$ cat src/rtl/vga_timing_pkg.sv
// Purpose: shared 640x480@60 VGA timing constants and the stage-1 decode bundle.
// Latency: n/a (package only).
// Backpressure: n/a (package only).
// Contents: H_*/V_* timing values, totals, sync window bounds, decode_t struct.
package vga_timing_pkg;

    // Horizontal timing in pixel clocks.
    localparam logic [15:0] H_VISIBLE = 16'd640;
    localparam logic [15:0] H_FRONT   = 16'd16;
    localparam logic [15:0] H_SYNC    = 16'd96;
    localparam logic [15:0] H_BACK    = 16'd48;
    localparam logic [15:0] H_TOTAL   = H_VISIBLE + H_FRONT + H_SYNC + H_BACK;

    // Vertical timing in lines.
    localparam logic [15:0] V_VISIBLE = 16'd480;
    localparam logic [15:0] V_FRONT   = 16'd10;
    localparam logic [15:0] V_SYNC    = 16'd2;
    localparam logic [15:0] V_BACK    = 16'd33;
    localparam logic [15:0] V_TOTAL   = V_VISIBLE + V_FRONT + V_SYNC + V_BACK;

    // Sync windows are half-open: [START, END).
    localparam logic [15:0] H_SYNC_START = H_VISIBLE + H_FRONT;
    localparam logic [15:0] H_SYNC_END   = H_SYNC_START + H_SYNC;
    localparam logic [15:0] V_SYNC_START = V_VISIBLE + V_FRONT;
    localparam logic [15:0] V_SYNC_END   = V_SYNC_START + V_SYNC;

    // 640x480 uses active-low syncs.
    localparam logic SYNC_POL_DEFAULT = 1'b0;

    // Stage-1 decode results carried into the output stage.
    typedef struct packed {
        logic       h_vis;
        logic       v_vis;
        logic       hs_act;
        logic       vs_act;
        logic       ls;
        logic       fs;
        logic       err;
        logic [9:0] h;
        logic [9:0] v;
    } decode_t;

endpackage

$ cat src/rtl/vga_sync_gen.sv
// Purpose: turns raw h/v counter values into registered VGA syncs, display enable, pixel coords and strobes.
// Latency: fixed 2 clk_25Mhz cycles from input counts to every output.
// Backpressure: none; free-running pipeline with no stalls or handshake.
// Ports: clk_25Mhz, d_reset (sync, active-high), h_count_value/v_count_value [15:0] in;
//        hsync, vsync, video_on, pixel_x/pixel_y [9:0], line_start, frame_start, count_err out;
//        frame_count [7:0] out only when VGA_FRAME_CNT_EN is defined.
module vga_sync_gen
    import vga_timing_pkg::*;
#(
    parameter logic SYNC_POL = SYNC_POL_DEFAULT
) (
    input  logic        clk_25Mhz,
    input  logic        d_reset,
    input  logic [15:0] h_count_value,
    input  logic [15:0] v_count_value,
    output logic        hsync,
    output logic        vsync,
    output logic        video_on,
    output logic [9:0]  pixel_x,
    output logic [9:0]  pixel_y,
    output logic        line_start,
    output logic        frame_start,
    output logic        count_err
`ifdef VGA_FRAME_CNT_EN
    ,
    output logic [7:0]  frame_count
`endif
);

    decode_t dec;
    decode_t s1;
    logic    in_range;

    // Stage 1 decode. All compares use the full 16-bit counts so an
    // out-of-range value can never alias into a valid region via [9:0].
    always_comb begin
        dec      = '0;
        in_range = (h_count_value < H_TOTAL) && (v_count_value < V_TOTAL);
        dec.h_vis  = h_count_value < H_VISIBLE;
        dec.v_vis  = v_count_value < V_VISIBLE;
        // Gate the sync windows so an out-of-range count leaves syncs inactive.
        dec.hs_act = in_range && (h_count_value >= H_SYNC_START) && (h_count_value < H_SYNC_END);
        dec.vs_act = in_range && (v_count_value >= V_SYNC_START) && (v_count_value < V_SYNC_END);
        dec.ls     = (h_count_value == 16'd0);
        dec.fs     = (h_count_value == 16'd0) && (v_count_value == 16'd0);
        dec.err    = !in_range;
        dec.h      = h_count_value[9:0];
        dec.v      = v_count_value[9:0];
    end

    always_ff @(posedge clk_25Mhz) begin
        if (d_reset) begin
            s1 <= '0;
        end else begin
            s1 <= dec;
        end
    end

    // Stage 2: registered outputs. h_vis/v_vis are only true for in-range
    // counts, so video_on and the pixel coords are already zero otherwise.
    always_ff @(posedge clk_25Mhz) begin
        if (d_reset) begin
            hsync       <= ~SYNC_POL;
            vsync       <= ~SYNC_POL;
            video_on    <= 1'b0;
            pixel_x     <= '0;
            pixel_y     <= '0;
            line_start  <= 1'b0;
            frame_start <= 1'b0;
            count_err   <= 1'b0;
        end else begin
            hsync       <= s1.hs_act ? SYNC_POL : ~SYNC_POL;
            vsync       <= s1.vs_act ? SYNC_POL : ~SYNC_POL;
            video_on    <= s1.h_vis & s1.v_vis;
            pixel_x     <= (s1.h_vis & s1.v_vis) ? s1.h : '0;
            pixel_y     <= (s1.h_vis & s1.v_vis) ? s1.v : '0;
            line_start  <= s1.ls;
            frame_start <= s1.fs;
            count_err   <= count_err | s1.err;
        end
    end

`ifdef VGA_FRAME_CNT_EN
    // Counts on the same edge that raises frame_start; wraps naturally at 8 bits.
    always_ff @(posedge clk_25Mhz) begin
        if (d_reset) begin
            frame_count <= 8'd0;
        end else if (s1.fs) begin
            frame_count <= frame_count + 8'd1;
        end
    end
`endif

endmodule

$ cat config.mk
export PLATFORM = sky130hd
export DESIGN_NAME = vga_sync_gen
export DESIGN_NICKNAME = d
export VERILOG_FILES = /design/src/rtl/vga_timing_pkg.sv /design/src/rtl/vga_sync_gen.sv
export SDC_FILE = /design/constraint.sdc
export NUM_CORES = 1
export LEC_CHECK = 0
export BUFFER_PORTS_ARGS = -buffer_cell sky130_fd_sc_hd__buf_4
export CAP_MARGIN = 20
export CORE_MARGIN = 3
export CORE_UTILIZATION = 25
export CTS_CLUSTER_DIAMETER = 50
export DETAILED_ROUTE_END_ITERATION = 8
export GPL_ROUTABILITY_DRIVEN = 0
export PLACE_DENSITY_LB_ADDON = 0.05
export SYNTH_ARGS = -nofsm -noshare
export SYNTH_HDL_FRONTEND = slang
export SYNTH_SLANG_ARGS = --single-unit
$ cat constraint.sdc
create_clock -name clk_25Mhz -period 2.5 [get_ports clk_25Mhz]
set_clock_uncertainty 0.05 [all_clocks]
set_input_delay 0.75 -clock clk_25Mhz [delete_from_list [all_inputs] [get_ports clk_25Mhz]]
set_output_delay 0.75 -clock clk_25Mhz [all_outputs]
set_load 0.05 [all_outputs]
# ---- Yosys cells after proc, flatten, opt, wreduce, memory -nomap -nowiden
# Cells that the tools add are included.
dict set report totals {
  register_bits 53
}
dict set report classes {
  order_cmp 8
  n_mux 2
  n_bitwise 3
  reduce_logical 10
}
# cell n
set op_table {}
lappend op_table {{less-than comparator 16 x 10 -> 1 bit (second input constant)} 4}
lappend op_table {{zero test 16 bit} 2}
lappend op_table {{less-than comparator 16 x 9 -> 1 bit (second input constant)} 2}
lappend op_table {{greater-or-equal comparator 16 x 10 -> 1 bit (second input constant)} 1}
lappend op_table {{greater-or-equal comparator 16 x 9 -> 1 bit (second input constant)} 1}
lappend op_table {{logical AND 1 bit} 6}
lappend op_table {{two-way mux 1 bit} 2}
lappend op_table {{OR reduction 2 bit} 1}
lappend op_table {{AND 1 bit} 1}
lappend op_table {{zero test 1 bit} 1}
lappend op_table {{inverter 1 bit} 1}
lappend op_table {{OR 1 bit} 1}

# ---- Depth between registers and ports, before layout
dict set report depth {
  word_depth 4
  depth_mapped 4
  ltp_nobuf 4
}

# ---- Worst setup path after synthesis
# Ideal clock, no wire load.
dict set report synth_path {
  path_kind {input -> register}
  startpoint {input h_count_value[10]}
  endpoint {register s1[24] in the netlist's numbering}
  setup_time_ns 0.088
  t_arrival_ns 1.842
  slack_ns 0.520
  stages 4
  n_path_buf 0
  path_cell_list {nor4_2 -> nand2_1 -> or4_4 -> nor4_2}
}
dict set report synth_between {
  elab_chain_cells 4
  word_cells_on_any_way 6
  cone_classes {order compare (3); reduce/logical (3)}
}
# element line
set synth_lines {}
lappend synth_lines {{start, declared} vga_sync_gen.sv:14} ;# input logic [15:0] h_count_value,
lappend synth_lines {{less-than comparator 16 x 10 -> 1 bit} vga_sync_gen.sv:38} ;# in_range = (h_count_value < H_TOTAL) && (v_count_value < V_TOTAL);
lappend synth_lines {{logical AND 1 bit} vga_sync_gen.sv:38}
lappend synth_lines {{logical AND 1 bit} vga_sync_gen.sv:42} ;# dec.hs_act = in_range && (h_count_value >= H_SYNC_START) && (h_count_value < H_SYNC_END);
lappend synth_lines {{logical AND 1 bit *} vga_sync_gen.sv:42}
lappend synth_lines {{end signal, assigned} vga_sync_gen.sv:53} ;# s1 <= '0;
lappend synth_lines {{end signal, assigned} vga_sync_gen.sv:55} ;# s1 <= dec;
lappend synth_lines {{end, declared} vga_sync_gen.sv:31} ;# decode_t s1;
# Every way passes the cells marked *; elsewhere a longest branch is shown, timed or not.
# A chain may end at the register's enable or synchronous reset.

# ---- Worst setup path after layout
dict set report layout_path {
  startpoint {input v_count_value[13]}
  endpoint {register s1[24] in the netlist's numbering}
}
dict set report layout_between {
  elab_chain_cells 4
}
# element line
set layout_lines {}
lappend layout_lines {{start, declared} vga_sync_gen.sv:15} ;# input logic [15:0] v_count_value,
lappend layout_lines {{less-than comparator 16 x 10 -> 1 bit} vga_sync_gen.sv:38}
lappend layout_lines {{logical AND 1 bit} vga_sync_gen.sv:38}
lappend layout_lines {{logical AND 1 bit (2 in series)} vga_sync_gen.sv:42}
# No other way between the ends.

==> run metrics <==
status finished, final reports clean; io pins 60; final core occ 36.9%; Yosys warnings 0; Switching Power 298 uW; CTS resizes 0; dpl hpwl 2560 um; max cap viols 0; synthesized instance count 139; Internal about 1.2 mW; min cycle time layout 1.96 ns; WL final 3380 um; critical path fanouts, max 3; Clock power frac around 38%; die area 7310 sq um; fin crit share between 70% and 80%; DR vias/cell slightly above 4; Layout area overhead 40.9%; total number of vias 1116; Sink Count 53; area taken by multi-input logic gates 495 sq um; RSZ-0062 raised after global routing no; worst setup path startpoint v_count_value[13]; crit end category flip-flop; CTS Buf Count 5; initial antenna violation count 0; vias in the first global route about 1.1k; hold_ws 0.341 ns; cts hold-fix bufs 0; Power Density around 690 nW/um^2; R2R Setup Slk 1.36 ns; library cells used by synthesis 22; Combinational Power Share 5.7%; Reg clk slew, reported paths 0.09 ns; Fmax 0.510 GHz; Root Buffer clkbuf_8; Starting Density 26.2%; Core Footprint 6030 sq um; worst endpoint data arrival time 2.11 ns; Setup CP Type in -> reg; first-pass GRT wire length 5480 um; largest net degree at the start of global routing 31; worst slew pin tran 0.455 ns; Cell Area, Synth 1580 sq um; final antenna-violating net count 0; Hold Path Class reg -> reg; switching part of the total power 19.4%; Antenna diodes 0; clock buffer depth 2; Worst slew margin 69.5%; Sequential cell area between 1000 and 1500 sq um; TNS Setup 0 ns; R2R Path End pixel_y[7]$_SDFF_PP0_; register bit total from synthesis 53; Die Ht around 85 um; CTS tree built; maximum VDD drop 0.398 mV; number of I/O port buffers 59; sequential fraction of the synthesis area 67.2%; # fillers between 600 and 700; Final Hold Viols 0; Synth Net Count 173; latest clock arrival within the worst-skew pair 0.29 ns; first-pass detailed-route iteration total 4; Row Count 28; Reg2Reg Depth 4; Slew Viols, Final 0; crit path capture s1[24]$_SDFF_PP0_; reg-to-reg startpoint s1[25]$_SDFF_PP0_; share of cells above drive strength 1 34.7%; Final nets between 200 and 250; CP required 2.65 ns; total grt overflow 0; die extent in x 85.5 um; Syn Area/Cell about 11 sq um; gr usage total 9.84%; Reg power frac 56.4%; setup bufs post-CTS 0; CTS H-tree depth 2; CP Launch Type primary input; Pleak 0.955 nW; initial DRC count 27; routed len/inst 12.2 um; setup violators final 0; Remaining DRCs 0
[metal layers]
| layer | track usage [%] | up-vias | share of wire, % |
|---|---|---|---|
| met5 | 0 | - | 0 |
| met4 | 3.88 | 0 | 0.83 |
| met3 | 4.47 | 4 | 8.2 |
| met2 | 16.0 | 44 | 48 |
| met1 | 11.2 | 492 | 42 |
| li1 | - | 576 | - |
[cells by family (layout without fill, tap and decap cells)]
group	Yosys count	in the layout	share of synthesized area [%]
buffers and inverters	6	69	1.43
AOI/OAI and AO/OA	4	4	1.98
and+or+nand+nor	76	76	29.4
DFF	53	53	67.2
[worst max-delay path: stages]
cell	delay, ns
buf_4	0.11
nor4_1	0.27
nand2_1	0.15
or4_4	0.54
nor4_2	0.30
[through the flow]
stage | cells | instance area [sq um] | setup WS (ns) | power, mW
after global routing | 277 | 2220 | 0.442 | 1.61
final | 277 | 2220 | 0.538 | 1.54
after detailed placement | 269 | 2110 | 0.261 | 0.975
after CTS | 277 | 2220 | 0.563 | 1.56
after floorplan | 139 | 1580 | 0.520 | 0.916
after global placement | 268 | 2100 | 0.207 | 0.974
[area by class of cell]
class,count,area share [%]
inverters,1,0.169
clock inverters,1,1.35
multi-input cells,80,22.3
flip-flops and latches,53,47.7
repair buffers,60,20.4
well taps,75,4.22
clock buffers,7,3.88
[worst min path at each step]
stage | to | slack, ns | depth (start not counted) | start
after global placement | vsync$_SDFF_PP1_ | 0.32 | 1 | s1[23]$_SDFF_PP0_
after global routing | hsync$_SDFF_PP1_ | 0.36 | 1 | s1[24]$_SDFF_PP0_
final | vsync$_SDFF_PP1_ | 0.34 | 1 | s1[23]$_SDFF_PP0_
after floorplan | hsync$_SDFF_PP1_ | 0.31 | 1 | s1[24]$_SDFF_PP0_
after CTS | hsync$_SDFF_PP1_ | 0.34 | 1 | s1[24]$_SDFF_PP0_
after detailed placement | hsync$_SDFF_PP1_ | 0.32 | 1 | s1[24]$_SDFF_PP0_
[flip-flops by register name, summed over array words and instances (netlist names)]
| name | flops |
|---|---|
| count_err | 1 |
| pixel_y | 10 |
| line_start | 1 |
| frame_start | 1 |
| vsync | 1 |
| video_on | 1 |
| pixel_x | 10 |
| s1 | 27 |
| hsync | 1 |
[placed cells by master, fill, tap and decap left out, types with 2 or more instances in the layout]
master and instances:
nor2_1 8, buf_4 59, nor4_1 4, nor3_1 5
nand2b_1 2, clkbuf_8 6, nand2_1 4, nand4b_1 2
nand3_1 2, nor4_2 2, nor2b_1 22, dfxtp_1 53
and2_1 20
[cells in the mapped netlist]
cell,count,share of area [%]
nor2b_1,22,8.7
clkbuf_1,5,1.2
o311a_1,1,0.63
or2_1,1,0.40
nor3_1,5,1.6
nor4_2,2,1.6
dfxtp_1,53,67
o211ai_1,1,0.48
and2_1,20,7.9
o21a_1,1,0.48
nand4b_1,2,1.1
nor2_1,8,1.9
nand3_1,2,0.63
and4_1,1,0.55
nor4b_1,1,0.55
nand2_1,4,0.95
nor4_1,4,1.6
inv_1,1,0.24
and3_1,1,0.40
nand2b_1,2,0.79
a31oi_1,1,0.40
or4_4,1,0.71
[power by group through the flow]
stage	sequential, mW	clock, mW	combinational, mW
2_1_floorplan	0.889	0	0.0272
3_5_place_dp	0.886	0	0.0890
6_report	0.866	0.582	0.0875
3_3_place_gp	0.886	0	0.0881
5_1_grt	0.869	0.646	0.0975
4_1_cts	0.866	0.608	0.0891
Power figures use the tool's default switching activity.
